## src/rtl/icache_refill_pkg.sv

```systemverilog
`default_nettype none
// ============================================================================
//  Module   : icache_refill_pkg
//  Purpose  : Shared state encoding and word-size constant for the
//             instruction-cache refill engine.
//  Revision : 1.0 - initial release
// ============================================================================
package icache_refill_pkg;

  // Bytes fetched from the byte-wide RAM for one instruction word (RV32).
  localparam int unsigned c_word_bytes = 4;

  // Refill engine states.
  typedef enum logic [1:0] {
    IR_IDLE = 2'd0,
    IR_REQ  = 2'd1,
    IR_READ = 2'd2,
    IR_WB   = 2'd3
  } ir_state_t;

endpackage : icache_refill_pkg
`default_nettype wire

```

## src/rtl/icache_refill_if.sv

```systemverilog
`default_nettype none
// ============================================================================
//  Module   : icache_refill_if
//  Purpose  : Byte-wide RAM port between the refill engine (master) and the
//             memory arbiter / RAM (slave).
//  Revision : 1.0 - initial release
// ============================================================================
interface icache_refill_if #(
  parameter int ADDR_W = 32
);
  logic              mem_req;   // request for the shared RAM port
  logic              mem_grant; // arbiter grant, held while mem_req is high
  logic [ADDR_W-1:0] mem_a;     // byte address
  logic              mem_wr;    // write strobe (the refill engine only reads)
  logic [7:0]        mem_din;   // read data, one cycle after its address

  modport master (
    output mem_req,
    output mem_a,
    output mem_wr,
    input  mem_grant,
    input  mem_din
  );

  modport slave (
    input  mem_req,
    input  mem_a,
    input  mem_wr,
    output mem_grant,
    output mem_din
  );
endinterface : icache_refill_if
`default_nettype wire

```

## src/rtl/icache_refill.sv

```systemverilog
`default_nettype none
// ============================================================================
//  Module   : icache_refill
//  Purpose  : On an instruction-cache miss, win the shared RAM port, read the
//             four bytes of the missed word, assemble them little-endian and
//             pulse the cache write path for one cycle.
//  Revision : 1.0 - initial release
// ============================================================================
module icache_refill
  import icache_refill_pkg::*;
#(
  parameter int ADDR_W     = 32,
  parameter int WORD_BYTES = c_word_bytes
) (
  input  logic                    clk_in,
  input  logic                    rst_in,
  input  logic                    rdy_in,
  input  logic                    cache_hit,
  input  logic [ADDR_W-1:0]       miss_addr,
  input  logic                    flush,
  icache_refill_if.master         mem,
  output logic [8*WORD_BYTES-1:0] refill_data,
  output logic                    refill_we,
  output logic                    refill_block,
  output logic                    busy
);

  // Byte counter runs 0..WORD_BYTES inclusive: the extra count collects the
  // last byte, which arrives one cycle after its address.
  localparam int K_W = $clog2(WORD_BYTES + 1);

  ir_state_t                 r_state;
  logic [K_W-1:0]            r_k;
  logic [ADDR_W-1:0]         r_base;
  logic [ADDR_W-1:0]         r_mem_a;
  logic                      r_mem_req;
  logic                      r_we;
  logic                      r_busy;
  logic [8*WORD_BYTES-1:0]   r_data;

  logic [ADDR_W-1:0]         w_base;
  logic [K_W-1:0]            w_k_next;
  logic [K_W-1:0]            w_lane;
  logic [ADDR_W-1:0]         w_addr_next;
  logic                      w_unused_addr_lo;

  // Word-aligned base of the missed fetch; the byte offset is irrelevant.
  assign w_base           = {miss_addr[ADDR_W-1:2], 2'b00};
  assign w_unused_addr_lo = ^miss_addr[1:0];
  assign w_k_next         = r_k + K_W'(1);
  assign w_lane           = r_k - K_W'(1);
  assign w_addr_next      = r_base + ADDR_W'(w_k_next);

  // Refill sequencer: state, byte counter, address and assembled word.
  always_ff @(posedge clk_in or negedge rst_in) begin
    if (!rst_in) begin
      r_state   <= IR_IDLE;
      r_k       <= '0;
      r_base    <= '0;
      r_mem_a   <= '0;
      r_mem_req <= 1'b0;
      r_we      <= 1'b0;
      r_busy    <= 1'b0;
      r_data    <= '0;
    end else if (rdy_in) begin
      if (flush && (r_state != IR_IDLE)) begin
        // Redirect: abandon the refill and anything captured so far.
        r_state   <= IR_IDLE;
        r_k       <= '0;
        r_mem_a   <= '0;
        r_mem_req <= 1'b0;
        r_we      <= 1'b0;
        r_busy    <= 1'b0;
        r_data    <= '0;
      end else begin
        case (r_state)
          IR_IDLE: begin
            if (!cache_hit && !flush) begin
              r_base    <= w_base;
              r_k       <= '0;
              r_mem_req <= 1'b1;
              r_busy    <= 1'b1;
              r_state   <= IR_REQ;
            end
          end
          IR_REQ: begin
            if (mem.mem_grant) begin
              r_k     <= '0;
              r_mem_a <= r_base;
              r_state <= IR_READ;
            end
          end
          IR_READ: begin
            // Byte k-1 is on mem_din now, addressed in the previous cycle.
            if (r_k != '0) begin
              r_data[{w_lane, 3'b000} +: 8] <= mem.mem_din;
            end
            r_k <= w_k_next;
            if (r_k == K_W'(WORD_BYTES)) begin
              r_mem_req <= 1'b0;
              r_mem_a   <= '0;
              r_we      <= 1'b1;
              r_state   <= IR_WB;
            end else if (r_k != K_W'(WORD_BYTES - 1)) begin
              // On the last address the bus simply holds base+3.
              r_mem_a <= w_addr_next;
            end
          end
          IR_WB: begin
            r_we    <= 1'b0;
            r_busy  <= 1'b0;
            r_state <= IR_IDLE;
          end
          default: begin
            r_state <= IR_IDLE;
          end
        endcase
      end
    end
  end

  assign mem.mem_req  = r_mem_req;
  assign mem.mem_a    = r_mem_a;
  assign mem.mem_wr   = 1'b0;

  // A redirect arriving during write-back must still kill the write.
  assign refill_we    = r_we & ~flush;
  assign refill_block = r_we & ~flush;
  assign refill_data  = r_data;
  assign busy         = r_busy;

endmodule : icache_refill
`default_nettype wire
```

## src/flat_wrapper.sv

```systemverilog
// flat-port wrapper written by rule: the top's interface ports become plain ports
module icache_refill_flat import icache_refill_pkg::*;
#(
  parameter int ADDR_W     = 32,
  parameter int WORD_BYTES = c_word_bytes
)
  (clk_in, rst_in, rdy_in, cache_hit, miss_addr, flush, refill_data, refill_we, refill_block, busy, mem_mem_req, mem_mem_a, mem_mem_wr, mem_mem_grant, mem_mem_din);
  icache_refill_if #(.ADDR_W(ADDR_W)) mem_i ();
  input  logic clk_in;
  input  logic rst_in;
  input  logic rdy_in;
  input  logic cache_hit;
  input  logic [ADDR_W-1:0] miss_addr;
  input  logic flush;
  output logic [8*WORD_BYTES-1:0] refill_data;
  output logic refill_we;
  output logic refill_block;
  output logic busy;
  output wire logic [$bits(mem_i.mem_req)-1:0] mem_mem_req;
  output wire logic [$bits(mem_i.mem_a)-1:0] mem_mem_a;
  output wire logic [$bits(mem_i.mem_wr)-1:0] mem_mem_wr;
  input wire logic [$bits(mem_i.mem_grant)-1:0] mem_mem_grant;
  input wire logic [$bits(mem_i.mem_din)-1:0] mem_mem_din;
  assign mem_mem_req = mem_i.mem_req;
  assign mem_mem_a = mem_i.mem_a;
  assign mem_mem_wr = mem_i.mem_wr;
  assign mem_i.mem_grant = mem_mem_grant;
  assign mem_i.mem_din = mem_mem_din;
  icache_refill #(.ADDR_W(ADDR_W), .WORD_BYTES(WORD_BYTES)) u_core (.clk_in(clk_in), .rst_in(rst_in), .rdy_in(rdy_in), .cache_hit(cache_hit), .miss_addr(miss_addr), .flush(flush), .mem(mem_i), .refill_data(refill_data), .refill_we(refill_we), .refill_block(refill_block), .busy(busy));
endmodule
```

## config.mk

```make
export PLATFORM = sky130hd
export DESIGN_NAME = icache_refill_flat
export DESIGN_NICKNAME = d
export VERILOG_FILES = /design/src/rtl/icache_refill_pkg.sv /design/src/rtl/icache_refill_if.sv /design/src/rtl/icache_refill.sv /design/src/flat_wrapper.sv
export SDC_FILE = /design/constraint.sdc
export NUM_CORES = 1
export LEC_CHECK = 0
export BUFFER_PORTS_ARGS = -buffer_cell sky130_fd_sc_hd__buf_2
export CAP_MARGIN = 20
export CORE_MARGIN = 2
export CORE_UTILIZATION = 51
export CTS_BUF_LIST = sky130_fd_sc_hd__clkbuf_4
export DETAILED_ROUTE_END_ITERATION = 10
export PLACE_DENSITY = 0.91
export REMOVE_ABC_BUFFERS = 1
export SLEW_MARGIN = 10
export SYNTH_ARGS = -nofsm -noshare
export SYNTH_HDL_FRONTEND = slang
export SYNTH_SLANG_ARGS = --single-unit
export TNS_END_PERCENT = 10
```

## constraint.sdc

```tcl
create_clock -name clk_in -period 2.4 [get_ports clk_in]
set_input_delay 0 -clock clk_in [delete_from_list [all_inputs] [get_ports clk_in]]
set_output_delay 0 -clock clk_in [all_outputs]
set_load 0.02 [all_outputs]
```

After elaboration in Yosys (flattened, before gate mapping)
Cells that the tools add are included.

Register bits after elaboration: 102. Logic and storage cells: 75. Input bits: 46.

Reductions and logical operators: 22. Equal/unequal tests: 9. Shifts and indexed selects: 2. Bitwise logic cells: 3. Mux-type cells: 27. $add $sub $neg: 4.

Operators with widths (count): 2-to-1 mux 32 bit (7); case mux 32 bit (2 select lines) (1); adder 32 x 3 -> 32 bit (1); bitwise mux 32 bit (1); variable shift 8 x 8 -> 32 bit, first input constant (1); indexed part select 8 x 8 -> 32 bit (1); AND reduction 4 bit (5); nonzero test 3 bit (5); 2-to-1 mux 3 bit (3); case mux 3 bit (3 select lines) (1); AND reduction 3 bit (3); 2-to-1 mux 2 bit (4); negator 6 -> 8 bit (1); case mux 2 bit (4 select lines) (1); 2-to-1 mux 1 bit (6); != test 3 x 1 -> 1 bit, second input constant (2); != test 3 x 2 -> 1 bit, second input constant (2); case mux 1 bit (2 select lines) (3); nonzero test 2 bit (3); == test 2 bit, second input constant (2); != test 4 x 1 -> 1 bit, second input constant (1); nonzero test 4 bit (1); adder 3 x 1 -> 3 bit, second input constant (1); == test 3 bit, second input constant (1); other kinds (7) (10).

Logic depth before layout (Yosys ltp)
Depth in word-level cells: 7. Mapped depth: 10. Gate-level depth less buffers: 10.

Worst setup path before layout
OpenSTA, ideal clock, no wires.

Path type: flip-flop to flip-flop. Start point: reg u_core.r_k[0]. End point: reg u_core.r_mem_a[30], in the netlist u_core.mem.mem_a[30]. Slack: 0.055 ns. Required time: 2.267 ns. Clock period less this slack: 2.345 ns. Data arrival time: 2.212 ns. Path buffers: 0. Stages on the path, launching flop included: 11. Setup time: 0.133 ns. Cells stage by stage: dfrtp_1 > ha_1 > ha_1 > inv_1 > ha_1 > ha_1 > nand4_1 > or2_2 > nor4_1 > xnor2_1 > o21ai_0.

Cells in the longest elaborated chain, start to end: 6.

Ends and longest elaborated chain: from (decl) (line icache_refill.sv:33) `logic [K_W-1:0] r_k;`; from (signal assigned) (line icache_refill.sv:98) `r_k <= w_k_next;`; adder 3 x 1 -> 3 bit (line icache_refill.sv:50) `assign w_k_next = r_k + K_W'(1);`; adder 32 x 3 -> 32 bit (line icache_refill.sv:52) `assign w_addr_next = r_base + ADDR_W'(w_k_next);`; 2-to-1 mux 32 bit (line icache_refill.sv:104) `end else if (r_k != K_W'(WORD_BYTES - 1)) begin`; 2-to-1 mux 32 bit (line icache_refill.sv:99) `if (r_k == K_W'(WORD_BYTES)) begin`; case mux 32 bit (2 select lines) (line icache_refill.sv:76) `case (r_state)`; 2-to-1 mux 32 bit (line icache_refill.sv:66) `if (flush && (r_state != IR_IDLE)) begin`; to (signal assigned) (line icache_refill.sv:89) `r_mem_a <= r_base;`; to (signal assigned) (line icache_refill.sv:106) `r_mem_a <= w_addr_next;`; to (decl) (line icache_refill.sv:35) `logic [ADDR_W-1:0] r_mem_a;`.

Parallel ways exist; a longest one is shown, timed or not. The select of a mux whose other input is x is not followed. A chain may end at the register's enable or synchronous reset.

Worst setup path after layout
Start point: reg u_core.r_k[0]. End point: reg u_core.r_data[1], in the netlist u_core.refill_data[1].

Cells in the longest elaborated chain, start to end: 7.

Ends and longest elaborated chain: subtractor 3 x 1 -> 3 bit (line icache_refill.sv:51) `assign w_lane = r_k - K_W'(1);`; negator 6 -> 8 bit (line icache_refill.sv:96) `r_data[{w_lane, 3'b000} +: 8] <= mem.mem_din;`; indexed part select 8 x 8 -> 32 bit / variable shift 8 x 8 -> 32 bit (equally long branches) (line icache_refill.sv:96); bitwise mux 32 bit (line icache_refill.sv:96); 2-to-1 mux 32 bit (line icache_refill.sv:95) `if (r_k != '0) begin`; 2-to-1 mux 32 bit (line icache_refill.sv:76); 2-to-1 mux 32 bit (line icache_refill.sv:66); to (signal, indexed assignment) (line icache_refill.sv:96); to (decl) (line icache_refill.sv:39) `logic [8*WORD_BYTES-1:0] r_data;`.

Parallel ways exist; a longest one is shown, timed or not. The select of a mux whose other input is x is not followed.

==> flow_summary.toml <==
[status]
status = "complete, but fails checks"
violations = "negative setup slack"

[yosys]
netlist_area_um2 = 5010
synthDominantCellAreaShare = 0.509
syn_area_per_cell_um2 = 10.7
synthesis.instances = 468
synth.yosys.seq_area_share = 0.509
ys.warnings.count = 0
synth_edf_count = 0
ys_seq_elements = 102
synth.area.top_cells = "dfrtp_1 51%, mux2_2 6.3%, nand2_1 4.7%"
async_flop_share = 1.00
synth_cell_types = 50
ys.flop_type = "dfrtp_1"
synth_top_cell_by_area = "dfrtp_1"

[pwr]
sw_frac_of_total = 0.427
switching_power_w = 0.00268
pwr-share-clk = 0.143
p_int_w = 0.00359
p_comb_frac = 0.416
p_per_area_nw_per_um2 = 952
ir_drop_mv = 0.380
seq_power_share = 0.441
p_leak_nw = 3.12

[floorplanning]
dieArea_um2 = 10600
ioPinCount = 115
row_count = 36
core-area_um2 = 9640
die_h_um = 103
initial_core_util = 0.520
fp.dieW_um = 103

[global_routing]
grt_use_met3 = 0.0624
grtUsageMet1 = 0.302
grt_max_degree = 55
first_global_vias = 4435
grt-ovfl-total = 0
busiest_layer = "met2"
grt_use_total = 0.257
grt_use_met2 = 0.461
antenna_found_initial = 0
grt_pass1_wl_um = 21100

[detailed_routing]
post_drt_wl_per_cell_um = 17.7
drt_iter0_drc = 216
ant_nets = 0
drcViolationCount = 0
avgViaCountPerCell = 5.68
firstDrtPassIters = 5
drt_wl_total_um = 13800
routed-via-count = 4439

[timing]
setup_viol = 1
worst_slew_pin_slew_ps = 641
final.period_utilization = 1.00
max_freq_ghz = 0.415
finClkSkew_ps = 17.8
slew_violations = 0
slew_headroom = 0.573
final-hold-violation-count = 0
layout_min_cycle_time_ps = 2410
rsz0062_at_grt = "yes"
fin_ws_ps = -7.03

[setup_path]
end_kind = "flip-flop"
required_ps = 2780
crit_path_max_fanout = 8
crit_type = "reg2reg"
rr_worst_depth = 10
arrival_ps = 2780
critPathLaunchType = "flip-flop"

[final_layout]
area_delta_synth_final_pct = 31.3
mostFrequentLayoutCell = "buf_2"
design_area_um2 = 6590
antenna_cells = 0
final_cell_mix = "110 x buf_2, 102 x dfrtp_1, 63 x nand2_1"
drive_gt1_frac = 0.330
utilization = 0.683
final_nets = 704

[placed_design]
portBuffers = 111
placed_area_um2 = 5850
place_hpwl_um = 9430
gp_congestion = 0.916
dp_slack_ps = -58.7

[clocking]
insertion_delay_ps = 480
cts_inserted_buffers = 9
htreeDepth = 3
clk_pin_slew_ps = 170
clock_tree.buffer_depth = 2
cts.sinks = 102
cts_root_buffer = "clkbuf_4"
cts_tree = "yes"

[hold_path]
hp-class = "in2reg"
worstHoldPathCells = 5

[job]
cap_violations = 0
logic make-up (layout without fill, tap and decap cells):
kind of cell             count (synthesis)  in the layout  share of synthesized area
AO/OA/AOI/OAI                           97             97                      0.138
XOR/XNOR                                24             24                     0.0419
adder cells (fa/ha/maj)                 15             15                     0.0374
buffers and inverters                   40            220                     0.0339
flip-flops                             102            102                      0.509
multiplexers                            39             39                     0.0849
other                                    1              1                   0.000748
AND/OR/NAND/NOR                        150            150                      0.154
power by group through the flow:
stage | registers (W) | logic [W] | clock network, W
after CTS | 0.00274 | 0.00251 | 0.000915
final | 0.00276 | 0.00261 | 0.000899
after detailed placement | 0.00278 | 0.00245 | 0
after global routing | 0.00283 | 0.00283 | 0.000971
after floorplan | 0.00294 | 0.00133 | 0
after global placement | 0.00273 | 0.00234 | 0
per-layer routing:
metal  share of wire  vias up
met1            0.39     2192
met5               0        -
met2            0.52      190
met3           0.066       32
li1                -     2025
met4           0.019        0
synth_stat cells (10+ instances only):
cell,count
a22o_1,24
and3_1,11
buf_2,10
nand4_1,15
mux2_2,28
nand2_1,63
xnor2_1,13
inv_1,21
dfrtp_1,102
mux2i_1,11
ha_1,15
o21ai_0,38
xor2_1,11
nand3_1,13
nor2_1,13
area by class of cell:
| cell class | count | area, µm² |
|---|---|---|
| tap | 133 | 166 |
| fill | 739 | 3050 |
| sequential | 102 | 2550 |
| timing repair buffer | 183 | 1230 |
| clock buffer | 9 | 67.6 |
| clock inverter | 7 | 71.3 |
| multi-input combinational | 326 | 2410 |
| inverter | 21 | 82.6 |
sequential cells by signal (all words and copies together) (netlist names):
register            flops
u_core.r_base          30
u_core.mem.mem_a       32
u_core.mem.mem_req      1
u_core.busy             1
u_core.r_k              3
u_core.refill_data     32
u_core.r_state          2
u_core.r_we             1
repair_timing:
action | in CTS | in global routing
gates resized for setup | 5 | 21
hold buffers | 41 | 1
buffers inserted | 1 | 6
pin swaps | 1 | 11
setup endpoints to repair | 4 | 54
hold endpoints to repair | 113 | 4
metrics by stage:
stage / power (W) / std cells / TNS (ps) / hold slack (ps)
CTS: 0.00617 / 774 / -15.8 / -228
global route: 0.00663 / 781 / -269 / 74.8
finish: 0.00627 / 781 / -7.03 / 49.5
detailed placement: 0.00522 / 716 / -58.7 / 56.6
global placement: 0.00507 / 716 / 0 / 45.7
floorplan: 0.00426 / 449 / -26160 / -296
worst max-delay path, cell delays in order, from the launching register on:
cell,delay (ps)
dfrtp_1,400
buf_6,130
clkinvlp_4,140
ha_4,200
xnor2_2,130
ha_1,320
buf_4,160
nor2b_1,120
nand4_1,170
o21a_4,290
a22o_1,250
worst paths after layout:
| path | startpoint | endpoint | slack [ps] |
|---|---|---|---|
| hold / removal | mem_mem_grant | u_core.r_state[0] | 50 |
| hold reg to reg | u_core.mem.mem_a[11] | u_core.mem.mem_a[11] | 500 |
| setup / recovery | u_core.r_k[0] | u_core.refill_data[1] | -7 |
| setup reg to reg | u_core.r_k[0] | u_core.refill_data[1] | -7 |
| max in group asynchronous | rst_in | u_core.refill_data[8] | 1610 |
| min in group asynchronous | rst_in | u_core.mem.mem_a[12] | 80 |
Power figures use the tool's default switching activity.
